===== src/rtl/uni_shift_seq.sv =====
// uni_shift_seq: sequential universal shift engine, one position per clock for a latched count and mode
module uni_shift_seq #(
  parameter int WIDTH = 8,
  parameter int AMT_W = 4
) (
  input  logic             clk,
  input  logic             rst_a,
  input  logic [WIDTH-1:0] ip,
  input  logic             load,
  input  logic             start,
  input  logic [2:0]       mode,
  input  logic [AMT_W-1:0] amt,
  input  logic             ser_in,
  output logic [WIDTH-1:0] op,
  output logic             ser_out,
  output logic             busy,
  output logic             done
);
  typedef enum logic {IDLE, SHIFT} state_t;
  state_t           state;
  logic [2:0]       mode_q;
  logic [AMT_W-1:0] cnt;
  logic             left, fill_l, fill_r, sh_bit;
  logic [WIDTH-1:0] sh_op;
  always_comb begin
    left   = mode_q == 3'b000 || mode_q == 3'b011 || mode_q == 3'b101;
    fill_l = mode_q == 3'b011 ? op[WIDTH-1] : mode_q == 3'b101 ? ser_in : 1'b0;
    fill_r = mode_q == 3'b010 ? op[WIDTH-1] : mode_q == 3'b100 ? op[0] :
             mode_q == 3'b110 ? ser_in : 1'b0;
    sh_op  = mode_q == 3'b111 ? op : left ? {op[WIDTH-2:0], fill_l} : {fill_r, op[WIDTH-1:1]};
    sh_bit = mode_q == 3'b111 ? ser_out : left ? op[WIDTH-1] : op[0];
  end
  always_ff @(posedge clk or negedge rst_a) begin
    if (!rst_a) begin
      state   <= IDLE;
      mode_q  <= '0;
      cnt     <= '0;
      op      <= '0;
      ser_out <= 1'b0;
      busy    <= 1'b0;
      done    <= 1'b0;
    end else begin
      done <= 1'b0;
      if (state == IDLE) begin
        if (load) begin
          op      <= ip;
          ser_out <= 1'b0;
        end else if (start) begin
          if (amt == '0) begin
            done <= 1'b1;
          end else begin
            mode_q <= mode;
            cnt    <= amt;
            state  <= SHIFT;
            busy   <= 1'b1;
          end
        end
      end else begin
        op      <= sh_op;
        ser_out <= sh_bit;
        cnt     <= cnt - 1'b1;
        if (cnt == AMT_W'(1)) begin
          state <= IDLE;
          busy  <= 1'b0;
          done  <= 1'b1;
        end
      end
    end
  end
endmodule


===== config.mk =====
export PLATFORM = sky130hd
export DESIGN_NAME = uni_shift_seq
export DESIGN_NICKNAME = d
export VERILOG_FILES = /design/src/rtl/uni_shift_seq.sv
export SDC_FILE = /design/constraint.sdc
export NUM_CORES = 1
export LEC_CHECK = 0
export BUFFER_PORTS_ARGS = -buffer_cell sky130_fd_sc_hd__buf_4
export CORE_UTILIZATION = 30
export CTS_CLUSTER_DIAMETER = 120
export DETAILED_ROUTE_END_ITERATION = 7
export PLACE_DENSITY_LB_ADDON = 0.05
export SYNTH_ARGS = -nofsm -noshare
export SYNTH_HDL_FRONTEND = slang
export SYNTH_SLANG_ARGS = --single-unit

===== constraint.sdc =====
create_clock -name clk -period 3.53 [get_ports clk]
set_input_delay 0.1765 -clock clk [delete_from_list [all_inputs] [get_ports clk]]
set_output_delay 0.1765 -clock clk [all_outputs]
set_load 0.02 [all_outputs]

==> impl_metrics.prom <==
# TYPE chip_impl_metric gauge
chip_impl_info{name="outcome",value="finished, violations left"} 1
chip_impl_info{name="violations_in_the_final_reports",value="DRC"} 1
chip_impl_metric{name="total_negative_setup_slack",unit="ns"} 0
chip_impl_metric{name="pin_count_of_the_biggest_net_entering_global_routing",unit=""} 30
chip_impl_metric{name="finalClockSkew",unit="ns"} 0.00947
chip_impl_metric{name="synthesis.instances",unit=""} 160
chip_impl_metric{name="finalNetCount",unit=""} 203
chip_impl_metric{name="synth_edf_count",unit=""} 0
chip_impl_metric{name="final_layout_size_suffix_gt1_share",unit="%"} 24.4
chip_impl_metric{name="avgSynthCellArea",unit="um^2"} 8.81
chip_impl_metric{name="core_area",unit="mm^2"} 0.00444
chip_impl_metric{name="post-route-period-util",unit="%"} 58.5
chip_impl_metric{name="grt_pass1_wl",unit="um"} 5810
chip_impl_metric{name="postSynthNetCount",unit=""} 182
chip_impl_metric{name="number_of_global_route_vias_before_repair",unit=""} 1135
chip_impl_metric{name="boundaryPins",unit=""} 31
chip_impl_info{name="hp-start",value="mode[0]"} 1
chip_impl_metric{name="ant_nets",unit=""} 0
chip_impl_metric{name="period_minus_slack",unit="ns"} 2.07
chip_impl_metric{name="yosys.cell_types.count",unit=""} 34
chip_impl_metric{name="antenna_found_initial",unit=""} 0
chip_impl_info{name="synth_area_leaders",value="sky130_fd_sc_hd__dfrtp_1 34%, sky130_fd_sc_hd__mux2i_1 12%, sky130_fd_sc_hd__mux2_2 5.6%"} 1
chip_impl_metric{name="post-cts-setup-buffers",unit=""} 0
chip_impl_metric{name="route.detailed.vias_per_inst",unit=""} 5.32
chip_impl_metric{name="diodes",unit=""} 0
chip_impl_metric{name="cts_max_level",unit=""} 1
chip_impl_metric{name="clkSinkCount",unit=""} 19
chip_impl_metric{name="die_footprint",unit="mm^2"} 0.00497
chip_impl_metric{name="timing.hold.worst_path_depth",unit=""} 2
chip_impl_metric{name="numCtsBuffers",unit=""} 3
chip_impl_metric{name="timing_hold_violations_final",unit=""} 0
chip_impl_metric{name="required",unit="ns"} 3.63
chip_impl_metric{name="post-route-util",unit="%"} 38.0
chip_impl_metric{name="relSlewSlack",unit="%"} 27.3
chip_impl_info{name="min-delay-path-class",value="in2reg"} 1
chip_impl_metric{name="areaGrowthSynthToFinish",unit="%"} 20.0
chip_impl_info{name="hold_end",value="mode_q[0]"} 1
chip_impl_metric{name="route.detailed.drc",unit=""} 4
chip_impl_info{name="cts_tree",value="built"} 1
chip_impl_metric{name="dpl.hpwl",unit="um"} 2290
chip_impl_info{name="clock-root-buffer",value="sky130_fd_sc_hd__clkbuf_8"} 1
chip_impl_metric{name="vias",unit=""} 1234
chip_impl_metric{name="io_buffers",unit=""} 30
chip_impl_info{name="synth_flop_cell",value="sky130_fd_sc_hd__dfrtp_1"} 1
chip_impl_info{name="synthDominantAreaCellType",value="sky130_fd_sc_hd__dfrtp_1"} 1
chip_impl_metric{name="start_util",unit="%"} 31.7
chip_impl_info{name="criticalPathCategory",value="reg2reg"} 1
chip_impl_metric{name="die_x",unit="um"} 70.5
chip_impl_metric{name="drt_iter0_drc",unit=""} 60
chip_impl_info{name="crit-reg2reg-launch",value="mode_q[1]"} 1
chip_impl_metric{name="chipHeight",unit="um"} 70.5
chip_impl_metric{name="ys_seq_area_share",unit="%"} 33.7
chip_impl_metric{name="netlist.area_leader.share",unit="%"} 33.7
chip_impl_metric{name="fp-row-count",unit=""} 24
chip_impl_info{name="netlist_top_cells_count",value="19 x sky130_fd_sc_hd__dfrtp_1, 17 x sky130_fd_sc_hd__mux2i_1, 14 x sky130_fd_sc_hd__a21oi_1"} 1
chip_impl_metric{name="worstSkewPairLatency",unit="ns"} 0.27
chip_impl_metric{name="synth-warning-count",unit=""} 0
chip_impl_metric{name="grt_remaining_overflow",unit=""} 0
chip_impl_info{name="timing.critical_path.to_type",value="register"} 1
chip_impl_metric{name="totalWireLength",unit="um"} 3570
chip_impl_metric{name="achievable-frequency",unit="MHz"} 484
chip_impl_info{name="synth.most_common_cell",value="sky130_fd_sc_hd__dfrtp_1"} 1
chip_impl_metric{name="cp.arrival",unit="ns"} 2.17
chip_impl_metric{name="post_layout_total_power",unit="mW"} 1.62
chip_impl_metric{name="synthArstFlopShare",unit="%"} 100
chip_impl_metric{name="clkTransAtPathRegs",unit="ns"} 0.08
chip_impl_metric{name="tightest_slew",unit="ns"} 1.09
chip_impl_metric{name="drt_pre_antenna_iters",unit=""} 6
chip_impl_metric{name="synth-seq-cells",unit=""} 19
chip_impl_metric{name="post_drt_wl_per_cell",unit="um"} 15.4
chip_impl_metric{name="syn_std_cell_area",unit="mm^2"} 0.00141
chip_impl_metric{name="finalSetupViolations",unit=""} 0
chip_impl_metric{name="r2r_slack",unit="ns"} 1.46
chip_impl_metric{name="max_cap_violations",unit=""} 0
chip_impl_metric{name="cts.repair.resized",unit=""} 0
chip_impl_info{name="critical_path_start_type",value="register"} 1
chip_impl_metric{name="fillerInstances",unit=""} 459
chip_impl_info{name="grt_setup_unrepaired",value="no"} 1
chip_impl_metric{name="pd_cells",unit="mW/mm^2"} 957
chip_impl_metric{name="critPathMaxFanout",unit=""} 28
chip_impl_metric{name="grt.total_usage",unit="%"} 14.8
chip_impl_info{name="timing.rr.end",value="op[0]"} 1
chip_impl_metric{name="cts-root-to-sink-buffers",unit=""} 2
chip_impl_metric{name="ff2ff_path_depth",unit=""} 4
chip_impl_metric{name="place.gp.congestion",unit=""} 0.723
chip_impl_metric{name="number_of_slew_limit_violations_in_the_final_report",unit=""} 0
chip_impl_metric{name="power_leakage",unit="nW"} 0.734
chip_impl_metric{name="power.ir.vdd_worst",unit="uV"} 391
## stage by stage
step,cell area (um^2),cells,hold WS [ns],worst slack (ns)
detailed placement,1630,227,0.0797,1.48
global placement,1630,227,0.0766,1.56
CTS,1690,232,0.141,1.46
floorplan,1410,160,-0.119,2.13
global route,1690,232,0.140,1.34
finish,1690,232,0.147,1.46
## per-layer routing
layer / GRT usage, % / part of all wire, %
met1: 21.2 / 49
met2: 23.1 / 46
met3: 2.42 / 4.2
met4: 4.00 / 0.53
met5: 0 / 0
## cell usage in the layout (no fill, tap or decap), types with 6 or more instances in the layout
master	netlist	routed
sky130_fd_sc_hd__a211oi_1	7	7
sky130_fd_sc_hd__nor2_1	11	11
sky130_fd_sc_hd__mux2_2	7	7
sky130_fd_sc_hd__dfrtp_1	19	19
sky130_fd_sc_hd__o21ai_0	6	6
sky130_fd_sc_hd__nand2_1	11	11
sky130_fd_sc_hd__mux2i_1	17	17
sky130_fd_sc_hd__a21oi_1	14	14
sky130_fd_sc_hd__nor2b_1	9	9
sky130_fd_sc_hd__buf_4	0	30
## how the worst max path moves through the flow
stage,from,to,depth (start not counted)
after CTS,mode_q[1],op[0],4
after floorplan,amt[2],mode_q[0],4
after detailed placement,mode_q[1],op[0],4
final,mode_q[1],op[0],4
after global placement,mode_q[1],op[0],4
after global routing,mode_q[1],op[0],4
## what timing repair did
| action | in CTS | in global routing |
|---|---|---|
| hold buffers | 1 | 0 |
| hold endpoints to repair | 19 | 0 |
| setup endpoints to repair | 0 | 0 |
## worst max-delay path, stage by stage (launching register included)
cell                       delay, ns
sky130_fd_sc_hd__dfrtp_1        1.07
sky130_fd_sc_hd__mux2i_1        0.26
sky130_fd_sc_hd__o21ai_0        0.10
sky130_fd_sc_hd__a222oi_1       0.36
sky130_fd_sc_hd__a21oi_1        0.11
## power by group
part / switching (mW) / internal [mW] / total [mW]
Sequential: 0.305 / 0.326 / 0.631
Combinational: 0.356 / 0.465 / 0.821
Clock: 0.0863 / 0.0788 / 0.165
Total: 0.746 / 0.871 / 1.62
## cell type report
type                            instances  area (um^2)  share of cell area, %
Clock buffer                            3         41.3                   2.44
Clock inverter                          1         5.00                  0.296
Inverter                                4         15.0                  0.888
Multi-Input combinational cell        122          853                   50.5
Sequential cell                        19          475                   28.1
Tap cell                               52         65.1                   3.85
Timing Repair Buffer                   31          235                   13.9
## sequential cells by signal, summed over array words and instances, names as in the netlist
signal,flops
cnt,4
op,8
state,1
done,1
ser_out,1
mode_q,3
busy,1
## cells by family after synthesis
kind of cell,Yosys count,synth area share (%)
AOI/OAI and AO/OA,46,21.8
xor gates and xnor gates,4,2.49
adders and majority gates,2,1.78
buffers and inverters,19,5.68
DFF,19,33.7
muxes,24,17.7
and+or+nand+nor,46,16.9
(Power assumes the default switching activity.)
